--- config.mk ---
export PLATFORM = sky130hd
export DESIGN_NAME = syscall_controller
export DESIGN_NICKNAME = d
export VERILOG_FILES = /design/src/rtl/syscall_controller_pkg.sv /design/src/rtl/syscall_controller_str_fetch.sv /design/src/rtl/syscall_controller.sv
export SDC_FILE = /design/constraint.sdc
export NUM_CORES = 1
export LEC_CHECK = 0
export BUFFER_PORTS_ARGS = -buffer_cell sky130_fd_sc_hd__buf_2
export CAP_MARGIN = 20
export CORE_ASPECT_RATIO = 0.75
export CORE_MARGIN = 2
export CORE_UTILIZATION = 55
export DETAILED_ROUTE_END_ITERATION = 10
export HOLD_SLACK_MARGIN = 0.08
export PLACE_DENSITY = 0.95
export SYNTH_ARGS = -nofsm -noshare
export SYNTH_HDL_FRONTEND = slang
export SYNTH_HIERARCHICAL = 1
export SYNTH_SLANG_ARGS = --single-unit
--- constraint.sdc ---
create_clock -name clk -period 8.57 [get_ports clk]
set_clock_uncertainty 0.05 [all_clocks]
set_input_delay 0 -clock clk [delete_from_list [all_inputs] [get_ports clk]]
set_output_delay 0 -clock clk [all_outputs]
set_load 0.05 [all_outputs]
--- src/rtl/syscall_controller_pkg.sv ---
// ---------------------------------------------------------------------------
// syscall_controller_pkg
// Shared definitions for the syscall sequencer: service codes, console item
// kinds, FSM state encoding and a small byte zero-extension helper.
// ---------------------------------------------------------------------------
package syscall_controller_pkg;

    // Service codes carried in $v0
    localparam logic [31:0] SYS_PRINT_INT  = 32'd1;
    localparam logic [31:0] SYS_PRINT_STR  = 32'd4;
    localparam logic [31:0] SYS_EXIT       = 32'd10;
    localparam logic [31:0] SYS_PRINT_CHAR = 32'd11;

    // Console item kinds
    localparam logic [1:0] KIND_INT  = 2'd0;
    localparam logic [1:0] KIND_CHAR = 2'd1;

    typedef enum logic [2:0] {
        ST_IDLE     = 3'd0,
        ST_INT_OUT  = 3'd1,
        ST_STR_REQ  = 3'd2,
        ST_STR_WAIT = 3'd3,
        ST_STR_OUT  = 3'd4,
        ST_DONE     = 3'd5,
        ST_HALTED   = 3'd6
    } state_t;

    function automatic logic [31:0] zext_byte(input logic [7:0] b);
        return {24'b0, b};
    endfunction

endpackage

--- src/rtl/syscall_controller_str_fetch.sv ---
// ---------------------------------------------------------------------------
// syscall_controller_str_fetch
// Owns the string address register, the emitted-byte counter and the
// mem_req/mem_ack handshake for print-string. Hands each fetched byte to the
// parent FSM and flags the end of the string (NUL byte or MAX_STR reached).
//
// Ports
//   clk, rst        : clock, synchronous active-high reset
//   load, load_addr : start a new string at load_addr, counter cleared
//   req_phase       : parent is in its request state
//   wait_phase      : parent is waiting for read data
//   advance         : current byte accepted by the console, step address
//   mem_req/addr    : byte read request to data memory
//   mem_ack/rdata   : read data return
//   byte_valid      : non-NUL byte available on byte_data this cycle
//   byte_data       : returned byte
//   str_end         : string finished (limit reached or NUL returned)
// ---------------------------------------------------------------------------
module syscall_controller_str_fetch
    import syscall_controller_pkg::*;
#(
    parameter int MAX_STR = 256
) (
    input  logic        clk,
    input  logic        rst,
    input  logic        load,
    input  logic [31:0] load_addr,
    input  logic        req_phase,
    input  logic        wait_phase,
    input  logic        advance,
    output logic        mem_req,
    output logic [31:0] mem_addr,
    input  logic        mem_ack,
    input  logic [7:0]  mem_rdata,
    output logic        byte_valid,
    output logic [7:0]  byte_data,
    output logic        str_end
);

    localparam int CW = $clog2(MAX_STR + 1);
    localparam logic [CW-1:0] MAX_CNT = CW'(MAX_STR);

    logic [31:0]   addr_q, addr_d;
    logic [CW-1:0] count_q, count_d;
    logic          limit_hit;
    logic          ack_nul;

    always_ff @(posedge clk) begin
        if (rst) begin
            addr_q  <= '0;
            count_q <= '0;
        end else begin
            addr_q  <= addr_d;
            count_q <= count_d;
        end
    end

    always_comb begin
        addr_d  = addr_q;
        count_d = count_q;
        if (load) begin
            addr_d  = load_addr;
            count_d = '0;
        end else if (advance) begin
            // address wraps naturally at 2^32
            addr_d  = addr_q + 32'd1;
            count_d = count_q + CW'(1);
        end
    end

    assign limit_hit  = (count_q == MAX_CNT);
    assign ack_nul    = (mem_rdata == 8'd0);

    // no request is issued once the limit is reached; the parent sees str_end
    assign mem_req    = (req_phase & ~limit_hit) | wait_phase;
    assign mem_addr   = addr_q;

    assign byte_valid = wait_phase & mem_ack & ~ack_nul;
    assign byte_data  = mem_rdata;
    assign str_end    = (req_phase & limit_hit) | (wait_phase & mem_ack & ack_nul);

endmodule

--- src/rtl/syscall_controller.sv ---
// ---------------------------------------------------------------------------
// syscall_controller
// Services MIPS syscall on behalf of the pipeline: stalls it, runs the
// service chosen by $v0 (print int, print string, exit, optional print char)
// and streams results out on a ready/valid console port.
//
// Optional feature: define SYSCALL_PRINT_CHAR_EN to enable service 11
// (print the character in a0[7:0]); otherwise code 11 is treated as unknown.
//
// state     | meaning
// ----------+--------------------------------------------------------------
// IDLE      | waiting for syscall_valid; v0/a0 latched on detect
// INT_OUT   | presenting latched a0 as an integer item
// STR_REQ   | issuing a byte read (or ending on MAX_STR)
// STR_WAIT  | holding mem_req until mem_ack
// STR_OUT   | presenting a character item
// DONE      | one-cycle syscall_done, pipeline released
// HALTED    | exit executed; sticky until rst
//
// Ports
//   clk, rst            : clock, synchronous active-high reset
//   syscall_valid, v0,a0: syscall request from EX
//   stall, syscall_done : pipeline freeze / completion pulse
//   mem_*               : data-memory byte read port
//   out_*               : console stream (kind 0 = int, 1 = char)
//   halt                : sticky exit flag
// ---------------------------------------------------------------------------
module syscall_controller
    import syscall_controller_pkg::*;
#(
    parameter int MAX_STR = 256
) (
    input  logic        clk,
    input  logic        rst,
    input  logic        syscall_valid,
    input  logic [31:0] v0,
    input  logic [31:0] a0,
    output logic        stall,
    output logic        syscall_done,
    output logic        mem_req,
    output logic [31:0] mem_addr,
    input  logic        mem_ack,
    input  logic [7:0]  mem_rdata,
    output logic        out_valid,
    input  logic        out_ready,
    output logic [1:0]  out_kind,
    output logic [31:0] out_data,
    output logic        halt
);

    state_t      state_q, state_d;
    logic [31:0] a0_q, a0_d;
    logic [7:0]  byte_q, byte_d;
    logic        char_mode_q, char_mode_d;

    logic        fetch_load;
    logic        fetch_advance;
    logic        byte_valid;
    logic [7:0]  byte_data;
    logic        str_end;

    syscall_controller_str_fetch #(
        .MAX_STR (MAX_STR)
    ) u_str_fetch (
        .clk        (clk),
        .rst        (rst),
        .load       (fetch_load),
        .load_addr  (a0),
        .req_phase  (state_q == ST_STR_REQ),
        .wait_phase (state_q == ST_STR_WAIT),
        .advance    (fetch_advance),
        .mem_req    (mem_req),
        .mem_addr   (mem_addr),
        .mem_ack    (mem_ack),
        .mem_rdata  (mem_rdata),
        .byte_valid (byte_valid),
        .byte_data  (byte_data),
        .str_end    (str_end)
    );

    always_ff @(posedge clk) begin
        if (rst) begin
            state_q     <= ST_IDLE;
            a0_q        <= '0;
            byte_q      <= '0;
            char_mode_q <= 1'b0;
        end else begin
            state_q     <= state_d;
            a0_q        <= a0_d;
            byte_q      <= byte_d;
            char_mode_q <= char_mode_d;
        end
    end

    always_comb begin
        state_d       = state_q;
        a0_d          = a0_q;
        byte_d        = byte_q;
        char_mode_d   = char_mode_q;
        fetch_load    = 1'b0;
        fetch_advance = 1'b0;

        case (state_q)
            ST_IDLE: begin
                if (syscall_valid) begin
                    a0_d        = a0;
                    char_mode_d = 1'b0;
                    case (v0)
                        SYS_PRINT_INT: state_d = ST_INT_OUT;
                        SYS_PRINT_STR: begin
                            fetch_load = 1'b1;
                            state_d    = ST_STR_REQ;
                        end
                        SYS_EXIT:      state_d = ST_HALTED;
`ifdef SYSCALL_PRINT_CHAR_EN
                        SYS_PRINT_CHAR: begin
                            // reuses the character output path, skipping memory
                            byte_d      = a0[7:0];
                            char_mode_d = 1'b1;
                            state_d     = ST_STR_OUT;
                        end
`endif
                        default:       state_d = ST_DONE;
                    endcase
                end
            end
            ST_INT_OUT: begin
                if (out_ready) state_d = ST_DONE;
            end
            ST_STR_REQ: begin
                if (str_end) state_d = ST_DONE;
                else         state_d = ST_STR_WAIT;
            end
            ST_STR_WAIT: begin
                if (str_end) begin
                    state_d = ST_DONE;
                end else if (byte_valid) begin
                    byte_d  = byte_data;
                    state_d = ST_STR_OUT;
                end
            end
            ST_STR_OUT: begin
                if (out_ready) begin
                    if (char_mode_q) begin
                        state_d = ST_DONE;
                    end else begin
                        fetch_advance = 1'b1;
                        state_d       = ST_STR_REQ;
                    end
                end
            end
            ST_DONE:   state_d = ST_IDLE;
            ST_HALTED: state_d = ST_HALTED;
            default:   state_d = ST_IDLE;
        endcase
    end

    always_comb begin
        out_valid = 1'b0;
        out_kind  = KIND_INT;
        out_data  = '0;
        case (state_q)
            ST_INT_OUT: begin
                out_valid = 1'b1;
                out_data  = a0_q;
            end
            ST_STR_OUT: begin
                out_valid = 1'b1;
                out_kind  = KIND_CHAR;
                out_data  = zext_byte(byte_q);
            end
            default: ;
        endcase
    end

    // combinational so the pipeline freezes in the detect cycle itself
    assign stall        = (syscall_valid & (state_q == ST_IDLE)) |
                          ((state_q != ST_IDLE) & (state_q != ST_DONE));
    assign syscall_done = (state_q == ST_DONE);
    assign halt         = (state_q == ST_HALTED);

endmodule

==> results of run 1 <==
flip-flops by register name (all words and copies together) (netlist names):
signal	cells
u_str_fetch/count_q	9
u_str_fetch/mem_addr	32
a0_q	32
state_q	3
byte_q	8
metal layers:
layer / part of all wire, % / track usage (%) / vias up
met3: 8.9 / 7.06 / 36
met1: 43 / 39.9 / 2356
li1: - / - / 2431
met4: 1.6 / 7.83 / 0
met5: 0 / 0 / -
met2: 46 / 48.7 / 275
layout make-up:
type / instances / share of cell area (%)
well taps: 105 / 2.19
repair buffers: 198 / 21.3
clock buffers: 9 / 2.06
flip-flops and latches: 84 / 28.0
inverters: 12 / 0.750
multi-input cells: 453 / 44.4
clock inverters: 7 / 1.33
cells in the final DEF, fill, tap and decap left out, types with 6 or more instances in the layout:
master | netlist | layout
buf_2 | 4 | 146
nand2_1 | 99 | 99
dfxtp_1 | 84 | 84
nor2_1 | 49 | 49
a21oi_1 | 49 | 49
dlygate4sd3_1 | 0 | 46
and2_1 | 30 | 30
nand3_1 | 20 | 20
nand4_1 | 17 | 17
o21ai_0 | 17 | 17
a311oi_1 | 15 | 15
nor4_1 | 13 | 13
or3_1 | 13 | 13
mux2i_1 | 12 | 12
inv_1 | 11 | 11
nor3_1 | 11 | 10
clkbuf_8 | 0 | 9
a22o_1 | 8 | 8
xnor2_1 | 8 | 8
xor2_1 | 8 | 8
a211oi_1 | 8 | 8
nor2b_1 | 8 | 7
or4_1 | 7 | 7
nor3b_1 | 7 | 6
through the flow:
step	util (%)	setup slack (ps)	area (um^2)	hold WS (ps)
floorplan	-	5230	4600	86.0
global placement	66.0	4670	5270	199
detailed placement	66.0	4480	5270	210
CTS	74.3	4450	5940	90.7
global route	75.2	4460	6000	131
finish	75.2	4760	6000	100
power breakdown:
group	switching, W	internal (W)	total (W)
Clock	0.000156	0.000139	0.000295
Combinational	0.000243	0.000124	0.000367
Sequential	0.0000356	0.000429	0.000465
timing repair:
item | CTS | global route
hold endpoints to repair | 75 | 0
setup endpoints to repair | 0 | 0
hold buffers | 46 | 0
cells by family after synthesis:
family	Yosys count	share of synthesized area [%]
xor gates and xnor gates	16	3.05
other	1	0.0816
muxes	12	2.61
DFF	84	36.6
and+or+nand+nor	305	35.0
adders and majority gates	3	0.817
buffers and inverters	57	5.69
AOI/OAI and AO/OA	116	16.2
critical path, cell delays in order, from the launching register on:
cell      delay, ps
dfxtp_1         570
nor3b_2         680
and2_1          640
nand4_1         430
or4_4           610
or4_1           490
a311oi_1        240
worst min path at each step:
stage / cells after the start / to / start
global route: 5 / state_q[2] / v0[27]
detailed placement: 3 / a0_q[16] / a0[16]
CTS: 5 / state_q[1] / v0[31]
floorplan: 2 / a0_q[10] / a0[10]
global placement: 3 / byte_q[6] / mem_rdata[6]
finish: 5 / state_q[1] / v0[31]
==> impl_metrics.py, run 1 <==
metrics = {
    "floorplan": {
        "rows": 28,
        "die_w_um": 110,
        "ioPinCount": 148,
        "die-height_um": 83.2,
        "dieArea_mm2": 0.00911,
        "start_util_pct": 57.5,
        "core_mm2": 0.00799,
    },
    "synth": {
        "synth_nets": 674,
        "seq_area_frac_synth_pct": 36.6,
        "synth_top_area_share_pct": 36.6,
        "netlist_area_mm2": 0.00460,
        "synth_top_area_cell": "dfxtp_1",
        "async_reset_ff_share_pct": 0,
        "synth_edf_count": 0,
        "yosys_warnings": 6,
        "synth.most_common_cell": "nand2_1",
        "synth_cell_types": 57,
        "netlist_top_cells_area": "dfxtp_1 (37%), nand2_1 (8.1%), a21oi_1 (5.3%)",
        "synth_common_cells": "nand2_1 (99), dfxtp_1 (84), a21oi_1 (49), nor2_1 (49), and2_1 (30)",
        "avgSynthCellArea_um2": 7.74,
        "synthFlopType": "dfxtp_1",
        "ys_ff_latch": 84,
        "synthCells": 594,
    },
    "grt": {
        "grt_start_max_net_pins": 84,
        "grt.total_usage_pct": 30.0,
        "grt_antenna_before_repair": 0,
        "grt-ovfl-total": 0,
        "grt_pass1_vias": 4812,
        "grt_first_pass_wirelength_um": 22300,
    },
    "critical_path": {
        "crit_path_start_kind": "register",
        "worstPathRequired_ps": 8790,
        "worstSetupEndpointType": "register",
        "path_class": "reg -> reg",
        "critPathCapture": "u_str_fetch/mem_addr[29]",
        "setup.worst_path.start": "state_q[2]",
        "crit_fanout": 18,
        "r2r_start": "state_q[2]",
        "reg2regPathDepth": 6,
        "worstReg2RegEnd": "u_str_fetch/mem_addr[29]",
        "regToRegSetupSlack_ps": 4760,
        "arrival_ps": 4030,
    },
    "detailed_routing": {
        "first_pass_iters": 5,
        "drt_iter0_drc": 311,
        "wl_per_cell_um": 16.1,
        "postRouteAntennaNets": 0,
        "drc_errors": 0,
        "vias": 5098,
        "routed_wirelength_um": 14000,
        "vias_per_cell": 5.87,
    },
    "sta": {
        "final.period_utilization_pct": 44.5,
        "tns_ps": 0,
        "fmax_ghz": 0.262,
        "tightest_slew_ps": 1030,
        "drv_slew": 0,
        "period_needed_ps": 3810,
        "timing.slew.headroom_pct": 30.4,
        "final-setup-viol-count": 0,
        "hold_viol": 0,
        "rsz0062_at_grt": "no",
    },
    "outcome": {
        "status": "completed",
    },
    "clock_network": {
        "clkSinkCount": 84,
        "post_cts_buffers": 0,
        "cts-root-buf": "clkbuf_8",
        "clk_latency_ps": 360,
        "clk_path_buf_depth": 2,
        "post_cts_resized": 0,
        "clkTransAtPathRegs_ps": 90,
        "cts-buffers-inserted": 9,
        "h-tree-depth": 3,
        "cts_tree": "yes",
    },
    "layout": {
        "area_growth_pct": 30.6,
        "multi_input_comb_area_mm2": 0.00267,
        "regArea_mm2": 0.00168,
        "nets": 838,
        "num_antenna_cells": 0,
        "stdcell_count": 868,
        "num-fill-cells": 577,
        "drive_above_1_share_pct": 24.5,
    },
    "power": {
        "leakage_nw": 2.51,
        "finalPower_w": 0.00113,
        "vdd_drop_max_v": 0.000111,
        "power.density_mw_per_mm2": 188,
    },
    "placed_design": {
        "placed_cells": 803,
        "place.gp.congestion": 0.916,
        "port_buffers": 146,
        "dp_hpwl_um": 9260,
    },
    "worst_hold_path": {
        "hp-class": "in -> reg",
    },
    "flow_run": {
        "maxCapViolations": 0,
    },
}
No activity file was read; power rests on OpenSTA's default activity.
==> run 2, diff against run 1 <==
Settings changed: CORE_UTILIZATION 55 to 46, PLACE_DENSITY 0.95 to 0.87.
Clock period 8.57 ns to 3.1 ns, I/O delays scaled along.
==> impl_metrics.py, run 2 (synthesis results as in run 1) <==
metrics = {
    "power": {
        "finalPower_w": 0.00328,
        "vdd_drop_max_v": 0.000439,
        "power.density_mw_per_mm2": 532,
        "leakage_nw": 2.61,
    },
    "clock_network": {
        "cts_tree": "yes",
        "clkSinkCount": 84,
        "h-tree-depth": 3,
        "clkTransAtPathRegs_ps": 60,
        "cts-root-buf": "clkbuf_16",
        "post_cts_buffers": 0,
        "post_cts_resized": 0,
        "holdBufCountCts": 52,
        "cts-buffers-inserted": 9,
        "clk_path_buf_depth": 2,
        "clk_latency_ps": 340,
    },
    "layout": {
        "num-fill-cells": 834,
        "area_growth_pct": 34.3,
        "fin_util_pct": 63.7,
        "final_common_cell": "buf_2",
        "drive_above_1_share_pct": 24.7,
        "nets": 853,
        "num_antenna_cells": 0,
        "layout_common_cells": "buf_2 (146), nand2_1 (99), dfxtp_1 (84)",
    },
    "detailed_routing": {
        "wl_per_cell_um": 15.8,
        "drc_errors": 0,
        "routed_wirelength_um": 14300,
        "first_pass_iters": 5,
        "vias_per_cell": 5.56,
        "postRouteAntennaNets": 0,
        "vias": 5047,
        "drt_iter0_drc": 365,
    },
    "placed_design": {
        "place.gp.congestion": 0.862,
        "dp_hpwl_um": 9800,
        "port_buffers": 146,
        "dpl_worst_slack_ps": 510,
    },
    "flow_run": {
        "maxCapViolations": 0,
    },
    "critical_path": {
        "crit_fanout": 2,
        "worstPathRequired_ps": 3310,
        "arrival_ps": 3060,
        "worstSetupEndpointType": "register",
        "path_class": "in -> reg",
        "crit_path_start_kind": "input port",
    },
    "sta": {
        "drv_slew": 0,
        "tns_ps": 0,
        "tightest_slew_ps": 669,
        "hold_viol": 0,
        "fmax_ghz": 0.351,
        "final.period_utilization_pct": 91.8,
        "timing.slew.headroom_pct": 55.0,
        "final-setup-viol-count": 0,
        "fin_ws_ps": 255,
        "rsz0062_at_grt": "no",
        "period_needed_ps": 2850,
    },
    "grt": {
        "grt_start_max_net_pins": 43,
        "grt_first_pass_wirelength_um": 23600,
        "grt_pass1_vias": 4853,
        "grt.total_usage_pct": 26.6,
        "grt-ovfl-total": 0,
        "grt_antenna_before_repair": 0,
    },
    "floorplan": {
        "start_util_pct": 47.4,
        "ioPinCount": 148,
        "dieArea_mm2": 0.0108,
        "rows": 31,
        "core_mm2": 0.00970,
        "die-height_um": 90.6,
        "die_w_um": 119,
    },
    "outcome": {
        "status": "completed",
    },
    "worst_hold_path": {
        "hp-class": "in -> reg",
    },
}
run 2: cell types whose count changed in the layout (fill, tap and decap cells not counted):
cell           delta
buf_12            -1
buf_16            -1
buf_4            +12
buf_8             -1
bufinv_16         -1
clkbuf_1          +1
clkbuf_16         +9
clkbuf_8          -8
clkinv_2          +3
clkinvlp_4        -2
dlygate4sd3_1     +6
inv_6             -4
nor3b_1           +1
nor3b_2           -1
run 2: per-layer routing:
layer	global-route usage, %	part of all wire (%)
met1	35.0	45
met2	42.9	45
met3	6.06	7.5
met4	9.61	2.4
met5	0	0
run 2: final cells by class:
class,count,area (um^2),share of cell area [%]
Sequential cell,84,1680,27.2
Inverter,12,45.0,0.730
Clock inverter,3,15.0,0.243
Timing Repair Buffer,213,1360,22.1
Multi-Input combinational cell,453,2660,43.1
Clock buffer,11,243,3.93
Tap cell,132,165,2.68
run 2: metrics by stage:
| stage | std cells | area [um^2] | hold WS (ps) |
|---|---|---|---|
| after detailed placement | 842 | 5400 | 208 |
| after global routing | 908 | 6170 | 147 |
| after floorplan | 594 | 4600 | 86.0 |
| final | 908 | 6170 | 107 |
| after CTS | 908 | 6170 | 84.9 |
| after global placement | 842 | 5400 | 197 |
run 2: path summary, 6_finish.rpt:
check	cells past startpoint	slack (ps)	to	startpoint
worst min register to register	2	400	a0_q[13]	a0_q[13]
worst min-delay path	2	110	a0_q[26]	rst
worst max-delay path	8	250	state_q[1]	v0[27]
worst max register to register	8	410	byte_q[1]	state_q[0]
run 2: report_power, final:
group / switching (W) / total [W] / internal, W
Clock: 0.000419 / 0.000970 / 0.000551
Combinational: 0.000687 / 0.00104 / 0.000355
Sequential: 0.0000837 / 0.00127 / 0.00119
Total: 0.00119 / 0.00328 / 0.00209
run 2: critical path: stages:
cell           delay, ps
dlygate4sd3_1        530
buf_2                120
nor4_2               320
dlygate4sd3_1        610
nand3_1               70
dlygate4sd3_1        600
or4_1                540
a221oi_2             270
==> run 3, diff against run 2 <==
Settings changed: PLACE_DENSITY 0.87 to 0.81.
==> impl_metrics.py, run 3 (synthesis results as in run 1) <==
metrics = {
    "detailed_routing": {
        "vias": 5013,
        "first_pass_iters": 5,
        "postRouteAntennaNets": 0,
        "drt_iter0_drc": 355,
        "drc_errors": 0,
        "vias_per_cell": 5.56,
        "routed_wirelength_um": 14300,
        "wl_per_cell_um": 15.9,
    },
    "sta": {
        "period_needed_ps": 2800,
        "rsz0062_at_grt": "no",
        "tightest_slew_ps": 949,
        "final.period_utilization_pct": 90.5,
        "fin_ws_ps": 296,
        "drv_slew": 0,
        "tns_ps": 0,
        "hold_viol": 0,
        "fmax_ghz": 0.357,
        "final-setup-viol-count": 0,
        "timing.slew.headroom_pct": 36.2,
    },
    "layout": {
        "final_common_cell": "buf_2",
        "drive_above_1_share_pct": 25.0,
        "layout_common_cells": "buf_2 (146), nand2_1 (99), dfxtp_1 (84)",
        "area_growth_pct": 33.3,
        "fin_util_pct": 63.2,
        "nets": 844,
        "num_antenna_cells": 0,
    },
    "clock_network": {
        "clkSinkCount": 84,
        "h-tree-depth": 3,
        "cts_tree": "yes",
        "post_cts_buffers": 0,
        "clk_path_buf_depth": 2,
        "cts-root-buf": "clkbuf_16",
        "clk_latency_ps": 340,
        "cts-buffers-inserted": 9,
        "clkTransAtPathRegs_ps": 60,
    },
    "critical_path": {
        "worstSetupEndpointType": "register",
        "worstPathRequired_ps": 3280,
        "crit_path_start_kind": "register",
        "arrival_ps": 2990,
        "crit_fanout": 14,
        "path_class": "reg -> reg",
    },
    "grt": {
        "grt_pass1_vias": 4926,
        "grt_antenna_before_repair": 0,
        "grt.total_usage_pct": 26.9,
        "grt_start_max_net_pins": 49,
        "grt_first_pass_wirelength_um": 23700,
        "grt-ovfl-total": 0,
    },
    "power": {
        "leakage_nw": 2.56,
        "vdd_drop_max_v": 0.000429,
        "power.density_mw_per_mm2": 547,
        "finalPower_w": 0.00335,
    },
    "placed_design": {
        "dp_hpwl_um": 9900,
        "port_buffers": 146,
        "place.gp.congestion": 0.854,
        "dpl_worst_slack_ps": 371,
    },
    "floorplan": {
        "die_w_um": 119,
        "dieArea_mm2": 0.0108,
        "ioPinCount": 148,
        "rows": 31,
        "core_mm2": 0.00970,
        "start_util_pct": 47.4,
        "die-height_um": 90.6,
    },
    "flow_run": {
        "maxCapViolations": 0,
    },
    "outcome": {
        "status": "completed",
    },
    "worst_hold_path": {
        "hp-class": "in -> reg",
    },
}
## run 3: cell count changes in the layout (fill, tap and decap cells not counted), sizes merged
cell         previous run  this run
dlygate4sd3            52        45
buf                   161       159
bufinv                  0         1
clkbuf                 11        10
clkinv                  4         5
clkinvlp                0         1
## run 3: path summary, 6_finish.rpt
kind                            startpoint                       end  slack, ps  cells after the start
worst max-delay path            state_q[2]  u_str_fetch/mem_addr[20]        300                      6
worst min-delay path                 v0[2]                state_q[2]        100                      4
worst max register to register  state_q[2]  u_str_fetch/mem_addr[20]        300                      6
worst min register to register    a0_q[23]                  a0_q[23]        400                      2
## run 3: cell type report
| cell class | instances | area (um^2) |
|---|---|---|
| Clock inverter | 6 | 65.1 |
| Clock buffer | 10 | 229 |
| Fill cell | 876 | 3570 |
| Sequential cell | 84 | 1680 |
| Timing Repair Buffer | 204 | 1280 |
| Inverter | 12 | 45.0 |
| Multi-Input combinational cell | 453 | 2660 |
| Tap cell | 132 | 165 |
## run 3: repair_timing
item	CTS	global route
gates resized for setup	0	0
hold buffers	45	0
setup endpoints to repair	0	0
hold endpoints to repair	75	0
## run 3: worst max-delay path, cell delays in order (launching register included)
cell and delay, ps:
dfxtp_1 550, nor3b_1 290, and2_1 220, nand3_1 170
or4_1 630, or4_1 460, a311oi_1 330
## run 3: per-stage QoR
stage | instances | area, um^2 | hold WS, ps
5_1_grt | 901 | 6120 | 104
6_report | 901 | 6120 | 98.9
2_1_floorplan | 594 | 4600 | 86.0
4_1_cts | 901 | 6120 | 82.7
3_5_place_dp | 840 | 5380 | 211
3_3_place_gp | 840 | 5380 | 196
## run 3: metal layers
metal  track usage (%)  part of all wire (%)
met1              35.8                    45
met2              43.3                    46
met3              7.51                   7.4
met4              6.67                   1.3
met5                 0                     0
## run 3: power breakdown
group	switching [W]	internal, W	total (W)
registers	0.0000960	0.00119	0.00128
logic	0.000676	0.000323	0.000999
clock network	0.000444	0.000624	0.00107
